$ cat src/rtl/arb_req_agent.sv
// Requester-side front end for a 4-way round-robin arbiter.
// Buffers commands per channel, raises req while a channel has entries,
// forwards the granted channel's head command one cycle after each grant,
// and flags bad grants and starved channels.
module arb_req_agent #(
  parameter int unsigned DW      = 8,
  parameter int unsigned DEPTH   = 2,
  parameter int unsigned TIMEOUT = 15
) (
  input  logic            clk,
  input  logic            rstn,
  input  logic [3:0]      in_valid,
  input  logic [4*DW-1:0] in_data,
  output logic [3:0]      in_ready,
  output logic [3:0]      req,
  input  logic [3:0]      gnt,
  output logic            out_valid,
  output logic [1:0]      out_id,
  output logic [DW-1:0]   out_data,
  output logic            err_gnt,
  output logic [3:0]      starve
);

  localparam int unsigned PW = (DEPTH > 1) ? $clog2(DEPTH) : 1;
  localparam int unsigned NW = $clog2(DEPTH + 1);
  localparam int unsigned CW = (TIMEOUT > 1) ? $clog2(TIMEOUT + 1) : 1;

  localparam logic [NW-1:0] DEPTH_C   = NW'(DEPTH);
  localparam logic [PW-1:0] LAST_PTR  = PW'(DEPTH - 1);
  localparam logic [CW-1:0] TIMEOUT_C = CW'(TIMEOUT);

  logic [DW-1:0] mem_q [4][DEPTH];
  logic [NW-1:0] cnt_q [4];
  logic [NW-1:0] cnt_d [4];
  logic [PW-1:0] wr_ptr_q [4];
  logic [PW-1:0] wr_ptr_d [4];
  logic [PW-1:0] rd_ptr_q [4];
  logic [PW-1:0] rd_ptr_d [4];
  logic [CW-1:0] stv_q [4];
  logic [CW-1:0] stv_d [4];

  logic          out_valid_q, out_valid_d;
  logic [1:0]    out_id_q, out_id_d;
  logic [DW-1:0] out_data_q, out_data_d;
  logic          err_q, err_d;

  logic          gnt_onehot;
  logic [1:0]    gnt_idx;
  logic          gnt_ok;
  logic          gnt_bad;
  logic [3:0]    push;
  logic [3:0]    pop;

  // Flow-control outputs and flags, decoded from registers only.
  always_comb begin
    in_ready = '0;
    req      = '0;
    starve   = '0;
    for (int unsigned i = 0; i < 4; i++) begin
      in_ready[i] = (cnt_q[i] < DEPTH_C);
      req[i]      = (cnt_q[i] != '0);
      starve[i]   = (stv_q[i] == TIMEOUT_C);
    end
  end

  // Grant qualification: exactly one bit set and the granted FIFO non-empty.
  always_comb begin
    gnt_onehot = (gnt != '0) && ((gnt & (gnt - 4'd1)) == '0);
    gnt_idx    = '0;
    for (int unsigned i = 0; i < 4; i++) begin
      if (gnt[i]) gnt_idx = 2'(i);
    end
    gnt_ok  = gnt_onehot && (cnt_q[gnt_idx] != '0);
    gnt_bad = (gnt != '0) && !gnt_ok;
  end

  // Per-channel FIFO pointer/count and starvation counter next state.
  always_comb begin
    push = '0;
    pop  = '0;
    for (int unsigned i = 0; i < 4; i++) begin
      push[i]     = in_valid[i] && in_ready[i];
      pop[i]      = gnt_ok && (gnt_idx == 2'(i));
      cnt_d[i]    = cnt_q[i];
      wr_ptr_d[i] = wr_ptr_q[i];
      rd_ptr_d[i] = rd_ptr_q[i];
      stv_d[i]    = stv_q[i];
      if (push[i] && !pop[i]) cnt_d[i] = cnt_q[i] + NW'(1);
      if (pop[i] && !push[i]) cnt_d[i] = cnt_q[i] - NW'(1);
      if (push[i]) wr_ptr_d[i] = (wr_ptr_q[i] == LAST_PTR) ? '0 : wr_ptr_q[i] + PW'(1);
      if (pop[i])  rd_ptr_d[i] = (rd_ptr_q[i] == LAST_PTR) ? '0 : rd_ptr_q[i] + PW'(1);
      if ((cnt_q[i] == '0) || pop[i]) stv_d[i] = '0;
      else if (stv_q[i] != TIMEOUT_C) stv_d[i] = stv_q[i] + CW'(1);
    end
  end

  // Output pulse, held id/data, and sticky grant error.
  always_comb begin
    out_valid_d = gnt_ok;
    out_id_d    = out_id_q;
    out_data_d  = out_data_q;
    err_d       = err_q || gnt_bad;
    if (gnt_ok) begin
      out_id_d   = gnt_idx;
      out_data_d = mem_q[gnt_idx][rd_ptr_q[gnt_idx]];
    end
  end

  // State registers; async reset empties every FIFO and clears all flags.
  always_ff @(posedge clk or negedge rstn) begin
    if (!rstn) begin
      mem_q       <= '{default: '0};
      cnt_q       <= '{default: '0};
      wr_ptr_q    <= '{default: '0};
      rd_ptr_q    <= '{default: '0};
      stv_q       <= '{default: '0};
      out_valid_q <= 1'b0;
      out_id_q    <= '0;
      out_data_q  <= '0;
      err_q       <= 1'b0;
    end else begin
      for (int unsigned i = 0; i < 4; i++) begin
        if (push[i]) mem_q[i][wr_ptr_q[i]] <= in_data[i*DW +: DW];
        cnt_q[i]    <= cnt_d[i];
        wr_ptr_q[i] <= wr_ptr_d[i];
        rd_ptr_q[i] <= rd_ptr_d[i];
        stv_q[i]    <= stv_d[i];
      end
      out_valid_q <= out_valid_d;
      out_id_q    <= out_id_d;
      out_data_q  <= out_data_d;
      err_q       <= err_d;
    end
  end

  assign out_valid = out_valid_q;
  assign out_id    = out_id_q;
  assign out_data  = out_data_q;
  assign err_gnt   = err_q;

endmodule

$ cat config.mk
export PLATFORM = sky130hd
export DESIGN_NAME = arb_req_agent
export DESIGN_NICKNAME = d
export VERILOG_FILES = /design/src/rtl/arb_req_agent.sv
export SDC_FILE = /design/constraint.sdc
export NUM_CORES = 1
export LEC_CHECK = 0
export CORE_ASPECT_RATIO = 1.1
export CORE_MARGIN = 5
export CORE_UTILIZATION = 55
export DETAILED_ROUTE_END_ITERATION = 8
export PLACE_DENSITY = 0.79
export SLEW_MARGIN = 30
export SYNTH_ARGS = -nofsm -noshare
export SYNTH_HDL_FRONTEND = slang
export SYNTH_SLANG_ARGS = --single-unit
export TNS_END_PERCENT = 5
$ cat constraint.sdc
create_clock -name clk -period 2.2 [get_ports clk]
set_input_delay 0.33 -clock clk [delete_from_list [all_inputs] [get_ports clk]]
set_output_delay 0.33 -clock clk [all_outputs]
set_load 0.03 [all_outputs]
==> results of run 1 <==
[worst reg2reg max path, stage by stage, from the launching register on]
cell and delay, ns:
dfrtp_1 0.44, mux2i_1 0.12, a221o_1 0.42, a2111oi_4 0.39
ha_1 0.32, nor2_1 0.15, xnor2_1 0.13
[routing by layer]
metal,wire length [um],global-route usage
met5,0,0
met4,204,0.0814
met3,365,0.0301
met2,5990,0.376
met1,4350,0.246
[layout make-up]
type	instances	area (um^2)	area share
Sequential cell	108	2700	0.426
Multi-Input combinational cell	268	2350	0.371
Timing Repair Buffer	96	908	0.143
Tap cell	117	146	0.0231
Clock buffer	10	138	0.0217
Clock inverter	6	48.8	0.00770
Inverter	12	45.0	0.00710
[layout by cell type (no fill, tap or decap), drive strengths merged, types with 10 or more instances in the layout]
cell           instances
nor3b                 20
clkbuf                10
xnor2                 18
mux2i                 27
buf                   31
dfrtp                108
nor2                  13
mux2                  81
inv                   13
nor3                  15
nor2b                 17
a211oi                18
clkdlybuf4s50         58
[registers in the layout (all words and copies together) (netlist names)]
signal / cells
wr_ptr_q: 4
out_data: 8
cnt_q: 8
stv_q: 16
out_valid: 1
mem_q: 64
err_gnt: 1
rd_ptr_q: 4
out_id: 2
[final timing paths]
| kind | start | endpoint | slack (ns) | cells after the start |
|---|---|---|---|---|
| setup / recovery | gnt[3] | cnt_q[3] | 0.008 | 8 |
| hold / removal | rstn | stv_q[12] | 0.38 | 2 |
| setup reg to reg | cnt_q[6] | cnt_q[3] | 0.16 | 6 |
| hold reg to reg | rd_ptr_q[3] | rd_ptr_q[3] | 0.47 | 1 |
| max in group asynchronous | rstn | rd_ptr_q[3] | 1.16 | 3 |
| min in group clk | rd_ptr_q[3] | rd_ptr_q[3] | 0.47 | 1 |
[power by group]
part           switching [uW]  internal [uW]
registers                 651           2980
clock network             678            450
logic                    1580           1780
total                    2910           5200
[cell families after synthesis]
kind of cell | share of synthesized area
AOI/OAI and AO/OA | 0.0543
xor gates and xnor gates | 0.0424
adders and majority gates | 0.0194
buffers and inverters | 0.0245
DFF | 0.523
muxes | 0.229
and+or+nand+nor | 0.108
[metrics by stage]
step	hold WS [ns]	std cells	worst slack, ns	total power [uW]
2_1_floorplan	0.0344	404	0.0246	5810
3_3_place_gp	0.245	600	-0.304	6820
3_5_place_dp	0.255	600	-0.352	7040
4_1_cts	0.377	617	0.0238	8180
5_1_grt	0.392	617	-0.0506	8670
6_report	0.383	617	0.00804	8110
[timing repair]
action | in CTS | in global routing
hold buffers | 1 | 0
pin swaps | 0 | 1
gates resized for setup | 4 | 7
hold endpoints to repair | 22 | 0
endpoints found under the setup margin | 4 | 11
==> results.yml, run 1 <==
clock_tree:
  post-cts-setup-buffer-count: 0
  clock_path_buffers: 2
  cts.htree.levels: 3
  cts_sinks: 108
  clockRootBuffer: "clkbuf_8"
  cts_buffers: 9
  path_clk_slew_ns: 0.10
  cts_tree: "yes"
  insertion_delay_ns: 0.38
synth:
  ys_ff_latch: 108
  yosys-top-cells-count: "108 x dfrtp_1, 81 x mux2_2, 27 x mux2i_1, 20 x nor3b_1, 18 x xnor2_1"
  synth_area_per_cell_um2: 12.8
  synth.most_common_cell: "dfrtp_1"
  syn_inst: 404
  synthesis.area_mm2: 0.00517
  yosys_most_used_dff: "dfrtp_1"
  syn_nets: 454
  netlist.top_cell.by_area: "dfrtp_1"
  synth_top_area_share: 0.523
  yosysWarningCount: 0
  async_reset_ff_frac: 1.00
  synth_seq_area_share: 0.523
  synth-edff-count: 0
  synth_area_leaders: "dfrtp_1 52%, mux2_2 18%, mux2i_1 5.2%"
  ys_types: 37
route:
  vias: 3427
  ant_nets: 0
  wire_per_inst_um: 17.7
  wl_mm: 10.9
  drc_errors: 0
  firstDrtPassIters: 4
  drt_first_iter_violations: 114
  viasPerCell: 5.55
timing:
  fin_crit_ns: 2.19
  rsz0062_at_grt: "yes"
  finalHoldViolCount: 0
  setup_violations: 0
  tightest_slew_ns: 0.511
  maxSlewViolCount: 0
  max_slew_margin: 0.659
  clock_skew_ns: 0.0124
  setup_tns_ns: 0
  max_freq_mhz: 456
  fin_crit_sh: 0.996
global_routing:
  grt_pass1_vias: 3816
  grt_max_degree: 41
  grt_usage: 0.209
  grt_pass1_wl_mm: 18.5
  grt_antenna_before_repair: 0
  grt_overflow: 0
cells_and_area:
  fin_util: 0.685
  num-fill-cells: 707
  syn_to_final_growth_pct: 22.7
  drive_above_1_share: 0.284
  fin_nets: 545
  final_area_mm2: 0.00634
  diodes: 0
worst_setup_path:
  crit_path_end_kind: "register"
  critPathKind: "in2reg"
  cpMaxStageDelayCell: "clkdlybuf4s50_1"
  cp_data_required_time_ns: 2.50
  critPathTopFamily: "compound AO/OA/AOI/OAI gates"
  worst-path-buf-inv: 2
  arrival_ns: 2.50
  critPathMaxFanout: 8
  slowest_delay_ns: 0.54
  crit_chain: "clkdlybuf4s50_1 -> buf_4 -> nor2_2 -> a221o_1 -> a2111oi_4 -> ha_1 -> nor2_1 -> xnor2_1"
  crit_path_start_kind: "input pin"
die:
  rows: 37
  dieArea_mm2: 0.0114
  initial_core_util: 0.558
  die_h_um: 112
  pin_count: 66
  design.core.area_mm2: 0.00926
  fp.dieW_um: 102
place:
  io_buffers: 65
  dp_hpwl_mm: 8.32
  placed_cell_area_mm2: 0.00613
  finalWeightedCongestion: 0.791
power:
  irDropWorstVdd_mv: 0.760
  leakage_uw: 0.00273
  power_density_mw_per_mm2: 1280
min_path:
  hp-class: "in2async"
run_status:
  status: "finished, final reports clean"
run:
  maxCapViolations: 0
Note: power is estimated with default switching activity, not from simulation.
==> run 2, diff against run 1 <==
--- a/config.mk
+++ b/config.mk
@@ -5,6 +5,7 @@
 export SDC_FILE = /design/constraint.sdc
 export NUM_CORES = 1
 export LEC_CHECK = 0
+export ABC_CLOCK_PERIOD_IN_PS = 2200
 export CORE_ASPECT_RATIO = 1.1
 export CORE_MARGIN = 5
 export CORE_UTILIZATION = 55
==> results of run 2 <==
The final DEF is identical to that of run 1; final timing and power are the same.
==> RTL change 1: new RTL, config.mk and constraints of run 2 <==
Take the reset off `out_data_q` and load it in a clocked block of its own.
--- a/src/rtl/arb_req_agent.sv
+++ b/src/rtl/arb_req_agent.sv
@@ -118,3 +118,2 @@
       out_id_q    <= '0;
-      out_data_q  <= '0;
       err_q       <= 1'b0;
@@ -130,5 +129,8 @@
       out_id_q    <= out_id_d;
-      out_data_q  <= out_data_d;
       err_q       <= err_d;
     end
+  end
+
+  always_ff @(posedge clk) begin
+    out_data_q <= out_data_d;
   end
Check against the original RTL: differs if rstn is asserted again (counterexample within 4 cycles, from zero or initial values and one cycle with rstn low); with rstn held inactive, the same outputs for 10 cycles.
==> RTL change 1 against run 2 <==
- the flow now finishes with violations (negative hold slack)
- sequential cell count unchanged
- non-clock buffer count fell by 3
- combinational power shrank 6.3%
- sequential share of layout area is 2.2 points higher
- worst setup slack improved by 0.071 ns
- cell area shrank 3.5%
- final cell count is 7.8% lower
- area after synthesis decreased by 4.0%
- total power decreased by 1.9%
- routed wire length fell by 9.1%
- critical endpoint is now cnt_q[1]
==> RTL change 1: results (changes against run 2) <==
global_routing:
  grt_max_degree: 101  # was 41
  grt_pass1_vias: 3400  # was 3816
  grt_usage_pct: 19.8  # was 20.9%
status:
  status: "finished with violations"  # was finished clean
  violations: "negative hold slack"
final_layout:
  multi_input_gates: 227  # was 268
  final_area_sq_um: 6120  # was 6340 sq um
  nNonClkBuffers: 93  # was 96
  drive_above_1_share_pct: 30.8  # was 28.4%
  clock_cell_area_share_pct: 2.98  # was 2.94%
  inverters: 11  # was 12
  multi_input_comb_area_sq_um: 2140  # was 2350 sq um
  nonClkBufAreaFrac_pct: 14.2  # was 14.3%
  sh_seq_area_pct: 44.8  # was 42.6%
synth:
  synth-edff-count: 8  # was 0
  ys_top_cells_by_count: "dfrtp_1 (100), mux2_2 (74), nor2_1 (22), mux2i_1 (17), xnor2_1 (17)"  # was dfrtp_1 (108), mux2_2 (81), mux2i_1 (27), nor3b_1 (20), xnor2_1 (18)
  synthTopCellsByArea: "dfrtp_1 (50%), mux2_2 (17%), edfxtp_1 (4.8%)"  # was dfrtp_1 (52%), mux2_2 (18%), mux2i_1 (5.2%)
  ys_async_sr_fraction_pct: 92.6  # was 100%
  synth.distinct_cells: 42  # was 37
  avgSynthCellArea_sq_um: 13.9  # was 12.8 sq um
  synth_nets: 406  # was 454
critical_path:
  reg2reg_depth: 7  # was 6
  r2r_setup_slack_ns: 0.19  # was 0.16 ns
  worstPathMaxFanout: 6  # was 8
  r2r_end: "cnt_q[5]"  # was cnt_q[3]
  cp_slowest_cell: "or4b_1"  # was clkdlybuf4s50_1
routing:
  routed_wirelength_microns: 9910  # was 10900 microns
  avgViaCountPerCell: 5.55  # about the same
  wl_per_cell_microns: 17.4  # was 17.7 microns
place:
  dp.cells: 553  # was 600
  dp_hpwl_microns: 7290  # was 8320 microns
  gp_congestion: 0.830  # was 0.791
sta:
  whs_ns: -0.0148  # was 0.383 ns
  finalHoldViolations: 5  # was 0
  finClkSkew_ns: 0.00915  # was 0.0124 ns
  tightestPinTransition_ns: 0.546  # was 0.511 ns
## RTL change 1: cell types whose count changed in the layout (fill, tap and decap cells not counted), moves of 9 or more
cell,change
nor3b_1,-19
nor2b_1,-16
mux2i_1,-10
a211oi_1,-16
nor2_1,+9
## RTL change 1: worst max path at each step
| stage | from | to | slack [ns] | depth (start not counted) |
|---|---|---|---|---|
| after floorplan | gnt[2] | cnt_q[3] | 0.08 | 7 |
| after global placement | gnt[1] | cnt_q[3] | -0.26 | 7 |
| after detailed placement | gnt[1] | cnt_q[1] | -0.33 | 7 |
| after CTS | cnt_q[0] | req[3] | 0.01 | 3 |
| after global routing | gnt[2] | cnt_q[1] | -0.02 | 8 |
| final | gnt[2] | cnt_q[1] | 0.08 | 7 |
## RTL change 1: worst register-to-register path, delay by kind of cell (launching register included)
kind                     cells  cell delay (ns)
AND/OR/NAND/NOR              2             0.68
AO/OA/AOI/OAI                2             0.29
flip-flops                   1             0.46
XOR/XNOR                     2             0.28
adder cells (fa/ha/maj)      1             0.22
## RTL change 1: cells by family after synthesis
family | share of synthesized area, %
xor+xnor | 4.42
simple gates | 7.22
buf+inv | 1.84
fa+ha+maj | 2.02
compound gates | 5.32
flops | 55.3
mux | 23.9
## RTL change 1: power groups by stage
stage	Sequential, mW	Clock (mW)	Combinational (mW)
2_1_floorplan	3.52	0	2.28
3_3_place_gp	3.61	0	3.05
3_5_place_dp	3.70	0	3.16
4_1_cts	3.66	1.19	3.17
5_1_grt	3.80	1.27	3.43
6_report	3.66	1.15	3.14
## RTL change 1: metal layers
layer	vias to the layer above	share of wire (%)	GRT usage, %
li1	1484	-	-
met1	1606	42	25.5
met2	57	53	34.1
met3	13	3.7	2.73
met4	0	1.9	7.99
met5	-	0	0
==> RTL change 2: new RTL, settings of run 2 <==
Without the edit above. The parameter `DEPTH` goes from 2 to 4.
--- a/src/rtl/arb_req_agent.sv
+++ b/src/rtl/arb_req_agent.sv
@@ -6,3 +6,3 @@
   parameter int unsigned DW      = 8,
-  parameter int unsigned DEPTH   = 2,
+  parameter int unsigned DEPTH   = 4,
   parameter int unsigned TIMEOUT = 15
Behaviour: not the same (a bounded check fails within 4 cycles, from zero or initial values and one cycle with rstn low).
==> RTL change 2 against run 2 <==
- total power increased by 81%
- largest cell class unchanged
- area after synthesis increased by 69%
- routed wire length is 87% higher
- maximum frequency grew 0.27%
- final cell count rose by 61%
- critical path depth grew 4
- cell area is 68% higher
- sequential share of layout area rose by 0.65 points
- via count rose by 70%
- sequential power up 69%
- global-route usage grew 2.4 points
- highest routed layer unchanged
- worst setup slack better by 0.0060 ns
- sequential cell count rose by 76
- clock power increased to 2.7 times the old value
==> RTL change 2: results (changes against run 2) <==
status:
  status: "finished clean"  # unchanged
routing:
  avgViaCountPerCell: 5.85  # was 5.55
  drt_iter0_drc: 498  # was 114
  routed_wirelength_microns: 20400  # was 10900 microns
  wl_per_cell_microns: 20.5  # was 17.7 microns
critical_path:
  r2r_setup_slack_ns: 0.01  # was 0.16 ns
  worstSetupEndpoint: "cnt_q[5]"  # was cnt_q[3]
  cp_slowest_cell: "dfrtp_1"  # was clkdlybuf4s50_1
  startpoint_type: "register"  # was primary input
  worst_path_largest_cell_delay_ns: 0.41  # was 0.54 ns
sta:
  finClkSkew_ns: 0.00965  # was 0.0124 ns
pwr:
  leakagePower_nw: 4.84  # was 2.73 nW
  ir_drop_uv: 708  # was 760 uV
  p_sw_share_pct: 33.8  # was 35.8%
final_layout:
  fillers: 1065  # was 707
  drive_above_1_share_pct: 34.1  # was 28.4%
  fin_nets: 856  # was 545
place:
  place_area_sq_um: 9950  # was 6130 sq um
  dp_hpwl_microns: 14500  # was 8320 microns
  gp_congestion: 0.826  # was 0.791
  dp.cells: 953  # was 600
die:
  start_util_pct: 55.8  # about the same
global_routing:
  grt_max_degree: 58  # was 41
  grt_usage_pct: 23.3  # was 20.9%
  grt_pass1_wl_microns: 33000  # was 18500 microns
  grt_pass1_vias: 6204  # was 3816
synth:
  synth.distinct_cells: 44  # was 37
  avgSynthCellArea_sq_um: 13.0  # was 12.8 sq um
  ys_top_cells_by_count: "dfrtp_1 (184), mux2_2 (162), nand2_1 (41), inv_1 (35), mux2i_1 (33)"  # was dfrtp_1 (108), mux2_2 (81), mux2i_1 (27), nor3b_1 (20), xnor2_1 (18)
  synthTopCellsByArea: "dfrtp_1 (53%), mux2_2 (21%), ha_1 (4.0%)"  # was dfrtp_1 (52%), mux2_2 (18%), mux2i_1 (5.2%)
  synth_nets: 744  # was 454
clock_tree:
  worstSkewPairLatency_ns: 0.44  # was 0.38 ns
  htreeDepth: 4  # was 3
  cts_buffers: 17  # was 9
  clk_pin_slew_ns: 0.07  # was 0.10 ns
  post-cts-setup-buffer-count: 1  # was 0
  post_cts_resized: 12  # was 4
RTL change 2: cell types whose count changed after synthesis, moves of 8 or more:
| cell | before | now |
|---|---|---|
| a211oi_1 | 16 | 1 |
| a222oi_1 | 0 | 32 |
| dfrtp_1 | 108 | 184 |
| ha_1 | 8 | 28 |
| inv_1 | 12 | 35 |
| mux2_2 | 81 | 162 |
| nand2_1 | 6 | 41 |
| nor2_1 | 12 | 20 |
| nor2b_1 | 17 | 6 |
| nor3b_1 | 20 | 3 |
| o21ai_0 | 4 | 13 |
| o21ai_1 | 0 | 9 |
| xnor2_1 | 18 | 9 |
RTL change 2: area by class of cell:
cell class | instances | area share, %
clock buffer | 19 | 4.16
multi-input combinational | 422 | 36.9
tap | 200 | 2.35
sequential | 184 | 43.3
timing repair buffer | 121 | 10.7
clock inverter | 13 | 1.38
inverter | 36 | 1.27
RTL change 2: worst max-delay path: cells and delay by family, from the launching register on:
| kind | cells | cell delay [ns] |
|---|---|---|
| and+or+nand+nor | 3 | 0.24 |
| buffers and inverters | 3 | 0.18 |
| xor gates and xnor gates | 2 | 0.26 |
| adders and majority gates | 2 | 0.45 |
| AOI/OAI and AO/OA | 2 | 0.56 |
| DFF | 1 | 0.41 |
RTL change 2: routing by layer:
| layer | wire (microns) | up-vias | track usage [%] |
|---|---|---|---|
| met5 | 0 | - | 0 |
| met4 | 341 | 0 | 7.33 |
| met3 | 1050 | 32 | 4.84 |
| met2 | 10300 | 146 | 37.9 |
| met1 | 8760 | 2977 | 31.5 |
| li1 | - | 2663 | - |
RTL change 2: cell families (layout without fill, tap and decap cells):
logic type / after synthesis / count (layout) / share of synthesized area [%]
AO/OA/AOI/OAI: 67 / 67 / 6.10
XOR/XNOR: 16 / 16 / 1.60
adder cells (fa/ha/maj): 32 / 32 / 4.92
buffers and inverters: 64 / 189 / 3.25
flip-flops: 184 / 184 / 52.7
multiplexers: 200 / 200 / 25.5
AND/OR/NAND/NOR: 107 / 107 / 5.95
RTL change 2: stage by stage:
stage	setup slack, ns	utilization (%)	TNS [ns]	hold slack (ns)
4_1_cts	-0.104	67.3	-0.149	0.448
3_3_place_gp	-0.524	63.5	-5.16	0.324
5_1_grt	-0.117	67.9	-0.158	0.472
3_5_place_dp	-0.715	63.5	-8.22	0.329
2_1_floorplan	-0.135	-	-0.306	0.0344
6_report	0.0140	67.9	0	0.403
RTL change 2: power by group through the flow:
stage | Combinational (mW) | Sequential [mW] | Clock [mW]
after detailed placement | 5.40 | 6.15 | 0
final | 5.53 | 6.14 | 3.04
after floorplan | 3.69 | 5.95 | 0
after CTS | 5.44 | 6.11 | 3.07
after global routing | 6.06 | 6.31 | 3.22
after global placement | 5.09 | 5.99 | 0
